===== src/rtl/bp_resolve_unit.sv =====
// -----------------------------------------------------------------------------
// bp_resolve_unit
//
// Producer side of the branch-predictor update interface. Every prediction
// issued at fetch is recorded in an in-order FIFO. When execute resolves a
// branch, the FIFO head is matched against the resolved PC. The unit then:
//   - emits a one-cycle training update (ex_br_*) for every resolution, and
//   - raises a one-cycle mispredict redirect to the front end when needed.
//
// Handshake: a prediction is accepted on a clock edge where pred_valid_i and
// pred_ready_o are both high. pred_ready_o does not depend on pred_valid_i.
// A push is still dropped, even when accepted, if the same cycle carries a
// mispredict or a flush, because that prediction is on the wrong path.
//
// Optional feature: define BP_STATS_EN to enable the saturating
// branch/mispredict counters. When it is undefined, both counter outputs are
// tied to zero.
//
// Ports
//   clk_i, rst_ni         clock and synchronous active-low reset
//   pred_*                prediction push from IF (pc, taken, target)
//   pred_ready_o          FIFO can accept a prediction this cycle
//   ex_*                  branch resolution from EX (pc, taken, target)
//   flush_i               external flush; clears the FIFO and suppresses the redirect
//   ex_br_*               registered training update (valid, addr, taken)
//   mispredict_o          registered one-cycle redirect strobe
//   redirect_pc_o         registered correct next PC
//   branch_cnt_o          resolved-branch count (BP_STATS_EN)
//   mispredict_cnt_o      mispredict count (BP_STATS_EN)
// -----------------------------------------------------------------------------
module bp_resolve_unit #(
  parameter int Depth   = 4,
  parameter int PcWidth = 32
) (
  input  logic               clk_i,
  input  logic               rst_ni,
  input  logic               pred_valid_i,
  output logic               pred_ready_o,
  input  logic [PcWidth-1:0] pred_pc_i,
  input  logic               pred_taken_i,
  input  logic [PcWidth-1:0] pred_target_i,
  input  logic               ex_valid_i,
  input  logic [PcWidth-1:0] ex_pc_i,
  input  logic               ex_taken_i,
  input  logic [PcWidth-1:0] ex_target_i,
  input  logic               flush_i,
  output logic               ex_br_valid_o,
  output logic [PcWidth-1:0] ex_br_instr_addr_o,
  output logic               ex_br_taken_o,
  output logic               mispredict_o,
  output logic [PcWidth-1:0] redirect_pc_o,
  output logic [31:0]        branch_cnt_o,
  output logic [31:0]        mispredict_cnt_o
);

  localparam int AW = $clog2(Depth);

  // FIFO storage. It has no reset, because the pointers alone define
  // which entries are valid.
  logic [PcWidth-1:0] r_fifo_pc  [Depth];
  logic [PcWidth-1:0] r_fifo_tgt [Depth];
  logic [Depth-1:0]   r_fifo_taken;

  // Each pointer carries one extra wrap bit. Equal pointers mean empty.
  // Pointers whose wrap bits differ but whose indices match mean full.
  logic [AW:0] r_wr_ptr;
  logic [AW:0] r_rd_ptr;

  logic [AW-1:0]      w_head_idx;
  logic [AW-1:0]      w_tail_idx;
  logic               w_empty;
  logic               w_full;
  logic               w_pop;
  logic               w_push;
  logic               w_pred_taken;
  logic [PcWidth-1:0] w_pred_target;
  logic               w_mispredict;
  logic               w_clear;
  logic [PcWidth-1:0] w_redirect_pc;

  assign w_head_idx = r_rd_ptr[AW-1:0];
  assign w_tail_idx = r_wr_ptr[AW-1:0];
  assign w_empty    = (r_wr_ptr == r_rd_ptr);
  assign w_full     = (r_wr_ptr[AW] != r_rd_ptr[AW]) &&
                      (r_wr_ptr[AW-1:0] == r_rd_ptr[AW-1:0]);

  // The head is consumed only when its PC matches the resolved PC. A
  // resolution that finds no match is judged against a not-taken prediction.
  assign w_pop         = ex_valid_i && !w_empty && (r_fifo_pc[w_head_idx] == ex_pc_i);
  assign w_pred_taken  = w_pop && r_fifo_taken[w_head_idx];
  assign w_pred_target = r_fifo_tgt[w_head_idx];

  // A taken/taken pair still mispredicts when the two targets differ.
  assign w_mispredict  = ex_valid_i &&
                         ((w_pred_taken != ex_taken_i) ||
                          (w_pred_taken && ex_taken_i && (w_pred_target != ex_target_i)));

  // The fall-through step is fixed at +4. Compressed instructions are handled
  // by EX.
  assign w_redirect_pc = ex_taken_i ? ex_target_i : (ex_pc_i + PcWidth'(4));

  // A pop in the same cycle frees a slot, so a full FIFO can still accept.
  assign pred_ready_o = !w_full || w_pop;

  // After a mispredict or a flush, every remaining entry is on the wrong path.
  assign w_clear = w_mispredict || flush_i;
  assign w_push  = pred_valid_i && pred_ready_o && !w_clear;

  always_ff @(posedge clk_i) begin
    if (!rst_ni) begin
      r_wr_ptr <= '0;
      r_rd_ptr <= '0;
    end else if (w_clear) begin
      r_rd_ptr <= r_wr_ptr;
    end else begin
      if (w_push) r_wr_ptr <= r_wr_ptr + 1'b1;
      if (w_pop)  r_rd_ptr <= r_rd_ptr + 1'b1;
    end
  end

  // When full with a pop in the same cycle, the tail slot is the head slot.
  // The head is read combinationally before this edge overwrites it.
  always_ff @(posedge clk_i) begin
    if (w_push) begin
      r_fifo_pc[w_tail_idx]    <= pred_pc_i;
      r_fifo_tgt[w_tail_idx]   <= pred_target_i;
      r_fifo_taken[w_tail_idx] <= pred_taken_i;
    end
  end

  // Registered outputs. Each is valid for exactly one cycle after ex_valid_i
  // and returns to zero otherwise.
  always_ff @(posedge clk_i) begin
    if (!rst_ni) begin
      ex_br_valid_o      <= 1'b0;
      ex_br_instr_addr_o <= '0;
      ex_br_taken_o      <= 1'b0;
      mispredict_o       <= 1'b0;
      redirect_pc_o      <= '0;
    end else begin
      ex_br_valid_o      <= ex_valid_i;
      ex_br_instr_addr_o <= ex_valid_i ? ex_pc_i : '0;
      ex_br_taken_o      <= ex_valid_i && ex_taken_i;
      // A flush overrides the redirect. The training update still goes out.
      mispredict_o       <= w_mispredict && !flush_i;
      redirect_pc_o      <= ex_valid_i ? w_redirect_pc : '0;
    end
  end

`ifdef BP_STATS_EN
  logic [31:0] r_branch_cnt;
  logic [31:0] r_mispredict_cnt;

  always_ff @(posedge clk_i) begin
    if (!rst_ni) begin
      r_branch_cnt     <= '0;
      r_mispredict_cnt <= '0;
    end else begin
      if (ex_valid_i && (r_branch_cnt != 32'hFFFF_FFFF))
        r_branch_cnt <= r_branch_cnt + 32'd1;
      if (w_mispredict && !flush_i && (r_mispredict_cnt != 32'hFFFF_FFFF))
        r_mispredict_cnt <= r_mispredict_cnt + 32'd1;
    end
  end

  assign branch_cnt_o     = r_branch_cnt;
  assign mispredict_cnt_o = r_mispredict_cnt;
`else
  assign branch_cnt_o     = 32'h0;
  assign mispredict_cnt_o = 32'h0;
`endif

endmodule


===== config.mk =====
export PLATFORM = sky130hd
export DESIGN_NAME = bp_resolve_unit
export DESIGN_NICKNAME = d
export VERILOG_FILES = /design/src/rtl/bp_resolve_unit.sv
export SDC_FILE = /design/constraint.sdc
export NUM_CORES = 1
export LEC_CHECK = 0
export CELL_PAD_IN_SITES_DETAIL_PLACEMENT = 0
export CELL_PAD_IN_SITES_GLOBAL_PLACEMENT = 1
export CORE_MARGIN = 2
export CORE_UTILIZATION = 43
export CTS_CLUSTER_SIZE = 25
export DETAILED_ROUTE_END_ITERATION = 6
export PLACE_DENSITY_LB_ADDON = 0.1
export SYNTH_ARGS = -nofsm -noshare
export SYNTH_HDL_FRONTEND = slang
export SYNTH_SLANG_ARGS = --single-unit

===== constraint.sdc =====
create_clock -name clk_i -period 7.7 [get_ports clk_i]
set_clock_uncertainty 0.05 [all_clocks]
set_input_delay 0.77 -clock clk_i [delete_from_list [all_inputs] [get_ports clk_i]]
set_output_delay 0.77 -clock clk_i [all_outputs]
set_load 0.005 [all_outputs]

==> results of run 1 <==
## flip-flops by register name, indices dropped and copies added (netlist names), named ones only
register            cells
r_fifo_pc             128
ex_br_valid_o           1
ex_br_taken_o           1
r_fifo_tgt            128
redirect_pc_o          32
r_fifo_taken            4
ex_br_instr_addr_o     32
r_wr_ptr                3
mispredict_o            1
r_rd_ptr                3
## cell families after synthesis
family,count (synthesis),share of synthesized area [%]
flip-flops,335,65.5
AND/OR/NAND/NOR,227,8.46
buffers and inverters,120,5.43
multiplexers,88,10.8
XOR/XNOR,87,5.47
AO/OA/AOI/OAI,85,3.72
adder cells (fa/ha/maj),7,0.616
other,1,0.0264
## tightest hold or removal path, cell delays in order, from the launching register on
cell and delay (ns):
dfxtp_1 0.36, nand2_1 0.08, mux2i_1 0.05
## power breakdown
group          internal (mW)  leakage (nW)  total, mW  switching [mW]
sequential              1.99          2.97       2.01          0.0245
combinational          0.189          2.50      0.397           0.208
clock                   1.05         0.590       1.74           0.695
## how the worst max path moves through the flow
| stage | slack, ns | end | cells past startpoint |
|---|---|---|---|
| CTS | 2.17 | r_fifo_pc[1][22] | 10 |
| global route | 1.91 | r_fifo_pc[2][10] | 10 |
| finish | 2.29 | r_fifo_pc[1][22] | 10 |
| floorplan | 1.57 | r_fifo_pc[0][0] | 15 |
| detailed placement | 2.16 | r_fifo_pc[1][19] | 10 |
| global placement | 2.16 | r_fifo_pc[1][19] | 10 |
## metal layers
metal	up-vias	share of wire (%)
met3	44	6.2
li1	3855	-
met5	-	0
met2	320	46
met1	4247	46
met4	0	2.0
## synth_stat cells, types with 10 or more instances
library cell and n:
o21ai_0 13, nand3_1 15, nand2_1 26, a21oi_1 34, nor4_1 12, dfxtp_1 75, o22ai_1 11, edfxtp_1 260
xor2_1 56, mux2i_1 34, xnor2_1 29, buf_4 72, clkbuf_1 20, inv_1 12, nor2_1 70, and2_1 10
mux4_2 52, and3_1 38
## stage by stage
| stage | setup WS [ns] | utilization [%] |
|---|---|---|
| after CTS | 2.17 | 54.3 |
| after floorplan | 1.57 | - |
| final | 2.29 | 54.3 |
| after detailed placement | 2.16 | 50.6 |
| after global routing | 1.91 | 54.3 |
| after global placement | 2.16 | 50.6 |
## cells in the final DEF (no fill, tap or decap), drive strengths merged, types with 9 or more instances in the layout
cell type	netlist	final
edfxtp	260	260
clkdlybuf4s50	0	201
dfxtp	75	75
nor2	70	70
conb	1	64
xor2	56	56
mux4	52	52
clkbuf	20	52
and3	38	38
mux2i	34	34
a21oi	34	34
xnor2	31	31
nand2	26	26
nand3	15	15
o21ai	14	14
inv	12	14
nor4	14	14
buf	87	12
o22ai	11	11
and2	11	11
clkinv	1	11
nand4	9	9
nand2b	9	9
## layout make-up
cell class,instances,area (um^2),share of cell area [%]
diodes,2,5.00,0.0283
clock buffers,52,1080,6.09
inverters,13,48.8,0.276
repair buffers,213,2140,12.1
multi-input cells,558,4400,24.9
clock inverters,16,136,0.772
flip-flops and latches,335,9320,52.7
well taps,442,553,3.13
==> results.py, run 1 <==
metrics = {
    "synthesis": {
        "synth.distinct_cells": 58,
        "synth_area_um2": 14200,
        "ys_async_sr_fraction_pct": 0,
        "syn_avg_cell_area_um2": 15.0,
        "synth-main-ff-cell": "edfxtp_1",
        "synth_top_cell_by_area": "edfxtp_1",
        "yosysWarningCount": 0,
        "synth-seq-cells": 335,
        "synth_edf_count": 260,
        "postSynthCellCount": 950,
        "synthTopCellsByArea": "edfxtp_1 55%, dfxtp_1 11%, mux4_2 8.2%",
        "synth_top_area_share_pct": 54.9,
        "ys_seq_area_share_pct": 65.5,
    },
    "die": {
        "chipHeight_um": 186,
        "dieWidth_um": 186,
        "num_rows": 66,
        "ios": 267,
        "core-area_um2": 32500,
        "die_area_um2": 34500,
        "initial_core_util_pct": 43.7,
    },
    "critical_path": {
        "cp.buffers_inverters": 2,
        "required_ns": 7.85,
        "slowest_delay_ns": 0.84,
        "cpMaxStageDelayCell": "nor2_4",
        "r2r_setup_slack_ns": 2.29,
        "r2r-end": "r_fifo_pc[1][22]",
        "arrival_ns": 5.55,
        "critPathKind": "register to register",
        "rr_worst_depth": 10,
        "end_kind": "register",
        "startpoint_type": "register",
        "cp_top_family": "simple AND/OR/NAND/NOR gates",
        "cp_max_fo": 58,
        "crit_chain": "buf_4, mux4_2, xor2_1, nor4_1, nand4_1, o211ai_1, nand2_1, or2_1, nor2_4, buf_12",
    },
    "placed_design": {
        "dp.cells": 1561,
        "place_congestion": 0.833,
        "placed_cell_area_um2": 16500,
        "io_buffers": 202,
        "dp_hpwl_mm": 26.7,
    },
    "sta": {
        "tns_ns": 0,
        "min_period_over_period_pct": 70.2,
        "finalSetupViolations": 0,
        "tightest_slew_ns": 1.07,
        "holdWs_ns": 0.492,
        "hold_violations": 0,
        "max_freq_ghz": 0.185,
        "rsz0062_at_grt": "no",
        "finalCriticalPeriod_ns": 5.41,
        "drv_slew": 0,
        "slew_headroom_pct": 28.6,
    },
    "power": {
        "p_total_mw": 4.15,
        "p_leak_nw": 6.06,
        "ir_drop_mv": 0.118,
        "p_per_area_nw_per_um2": 235,
    },
    "global_routing": {
        "top_usage_layer": "met2",
        "grt_pass1_wl_mm": 53.9,
        "overflow": 0,
        "track_usage_pct": 21.9,
        "grt_max_degree": 60,
        "met3_usage_pct": 4.03,
        "antenna_found_initial": 3,
        "grt_pass1_vias": 8340,
        "use_met2_pct": 34.2,
        "gr-usage-met1_pct": 31.6,
    },
    "drt": {
        "drtPass1Iterations": 5,
        "vias": 8466,
        "drc": 0,
        "antenna_left": 0,
        "route.detailed.wl_per_inst_um": 23.1,
        "totalWireLength_mm": 37.7,
        "drtIter0Drc": 814,
        "viasPerCell": 5.19,
    },
    "min_path": {
        "holdPathStages": 2,
        "hold_end": "r_wr_ptr[2]",
        "worstHoldPathType": "register to register",
        "min-delay-start": "r_wr_ptr[2]",
    },
    "clock_tree": {
        "cts_resized": 0,
        "cts_hold_buf": 0,
        "clk_latency_ns": 0.52,
        "cts_buffers": 37,
        "cts_tree": "built",
        "cts.path.max_buffers": 3,
        "clock_tree.root_cell": "clkbuf_16",
        "cts.sinks": 335,
        "htree_levels": 2,
        "post_cts_buffers": 0,
        "cts.clk_slew.worst_paths_ns": 0.06,
    },
    "final_layout": {
        "nFillCells": 2663,
        "final_cells": 1631,
        "syn_to_final_growth_pct": 24.3,
        "nets": 1300,
        "drive_gt1_share_pct": 11.7,
        "final_area_um2": 17700,
    },
    "flow_run": {
        "cap_violations": 0,
    },
    "outcome": {
        "status": "finished, final reports clean",
    },
}
No activity file was read; power rests on OpenSTA's default activity.
==> inputs of run 2 (changes only) <==
- clock period: 7.7 -> 5.3 ns (I/O delays scaled with it)
==> results.py, run 2 (same netlist as run 1, synthesis figures left out) <==
metrics = {
    "outcome": {
        "status": "finished, final reports clean",
    },
    "global_routing": {
        "grt_pass1_wl_mm": 54.7,
        "grt_max_degree": 60,
        "antenna_found_initial": 2,
        "grt_pass1_vias": 8426,
        "overflow": 0,
        "track_usage_pct": 22.2,
    },
    "clock_tree": {
        "cts.path.max_buffers": 3,
        "cts.sinks": 335,
        "cts_hold_buf": 0,
        "htree_levels": 2,
        "clk_latency_ns": 0.53,
        "clock_tree.root_cell": "clkbuf_16",
        "cts_tree": "built",
        "cts_resized": 0,
        "cts.clk_slew.worst_paths_ns": 0.06,
        "post_cts_buffers": 0,
        "cts_buffers": 37,
    },
    "drt": {
        "drtIter0Drc": 748,
        "antenna_left": 0,
        "viasPerCell": 5.19,
        "route.detailed.wl_per_inst_um": 23.1,
        "totalWireLength_mm": 37.9,
        "drc": 0,
        "vias": 8531,
        "drtPass1Iterations": 5,
    },
    "placed_design": {
        "io_buffers": 202,
        "dp_hpwl_mm": 26.8,
        "placed_cell_area_um2": 16600,
        "dp.cells": 1574,
        "place_congestion": 0.857,
    },
    "die": {
        "dieWidth_um": 186,
        "initial_core_util_pct": 43.7,
        "die_area_um2": 34500,
        "ios": 267,
        "num_rows": 66,
        "chipHeight_um": 186,
        "core-area_um2": 32500,
    },
    "final_layout": {
        "syn_to_final_growth_pct": 25.5,
        "layout_common_cells": "260 x edfxtp_1, 201 x clkdlybuf4s50_1, 73 x dfxtp_1, 67 x nor2_1, 64 x conb_1",
        "reg_top3": "r_fifo_pc (128), r_fifo_tgt (128)",
        "area.sequential_um2": 9320,
        "final_area_um2": 17800,
        "final_cells": 1643,
        "layout_commonest_cell": "edfxtp_1",
        "drive_gt1_share_pct": 13.0,
        "multi_input_area_um2": 4400,
        "nFillCells": 2696,
        "nets": 1313,
    },
    "critical_path": {
        "startpoint_type": "register",
        "arrival_ns": 4.52,
        "cp_max_fo": 34,
        "cp_top_family": "simple AND/OR/NAND/NOR gates",
        "crit_chain": "mux4_2, xnor2_1, nand4_1, nor4_1, nand4_1, nor2b_1, ha_1, a21oi_1, nand2_1, or2_1, nor2_4, buf_4",
        "cpMaxStageDelayCell": "dfxtp_4",
        "slowest_delay_ns": 0.72,
        "cp_common_cell": "nand4_1",
        "critPathKind": "register to register",
        "required_ns": 5.43,
        "end_kind": "register",
        "cp.buffers_inverters": 1,
    },
    "sta": {
        "tightest_slew_ns": 0.701,
        "slew_headroom_pct": 53.3,
        "drv_slew": 0,
        "max_freq_ghz": 0.228,
        "hold_violations": 0,
        "rsz0062_at_grt": "no",
        "min_period_over_period_pct": 82.8,
        "holdWs_ns": 0.447,
        "finalSetupViolations": 0,
        "tns_ns": 0,
        "finalCriticalPeriod_ns": 4.39,
    },
    "power": {
        "internal_power_mw": 4.73,
        "ir_drop_mv": 0.302,
        "p_per_area_nw_per_um2": 341,
        "p_leak_nw": 6.15,
        "pwr-share-seq_pct": 47.8,
        "pwr-share-clk_pct": 42.4,
        "power.switching_mw": 1.36,
        "switching_share_pct": 22.4,
        "power_frac_comb_pct": 9.8,
    },
    "min_path": {
        "worstHoldPathType": "register to register",
    },
    "flow_run": {
        "cap_violations": 0,
    },
}
run 2: cell types whose count changed in the layout (fill, tap and decap cells not counted), moves of 2 or more:
cell       change
bufinv_16      +2
buf_4          +9
clkbuf_1       -3
clkbuf_8       -2
clkinv_2       +3
buf_12         +4
run 2: layout make-up:
type                    instances  share of cell area (%)
flip-flops and latches        335                    52.2
multi-input cells             558                    24.7
repair buffers                226                    12.8
clock buffers                  46                    5.67
well taps                     442                    3.10
diodes                          1                  0.0140
inverters                      13                   0.274
clock inverters                22                    1.26
run 2: power by group through the flow:
stage / logic, mW / clock network, mW / registers (mW)
after global placement: 0.598 / 0 / 2.97
after floorplan: 0.328 / 0 / 2.96
after global routing: 0.645 / 2.73 / 2.92
after detailed placement: 0.598 / 0 / 2.97
after CTS: 0.601 / 2.63 / 2.91
final: 0.595 / 2.58 / 2.91
run 2: worst paths after layout:
kind,start,endpoint,slack [ns],cells past startpoint
min reg2reg,r_wr_ptr[2],r_wr_ptr[2],0.45,2
min,r_wr_ptr[2],r_wr_ptr[2],0.45,2
max reg2reg,register,r_fifo_pc[1][7],0.91,12
max,register,r_fifo_pc[1][7],0.91,12
run 2: worst reg2reg max path, stage by stage (launching register included):
cell	delay [ns]
dfxtp_4	0.72
mux4_2	0.64
xnor2_1	0.34
nand4_1	0.14
nor4_1	0.31
nand4_1	0.17
nor2b_1	0.19
ha_1	0.27
a21oi_1	0.18
nand2_1	0.16
or2_1	0.37
nor2_4	0.15
buf_4	0.33
run 2: per-layer routing:
metal	share of wire, %	vias up	GRT usage, %	routed length, um
met5	0	-	0	0
met4	1.8	0	5.23	684
met3	7.1	42	4.46	2690
met2	47	357	35.2	17900
met1	44	4251	31.7	16700
li1	-	3881	-	-
run 2: per-stage QoR:
step                util [%]  total power [mW]  setup WS (ns)
floorplan                  -              3.29         -0.833
global placement        51.0              3.57          0.930
detailed placement      51.0              3.57          0.889
CTS                     54.8              6.14          0.884
global route            54.8              6.30          0.559
finish                  54.8              6.09          0.913
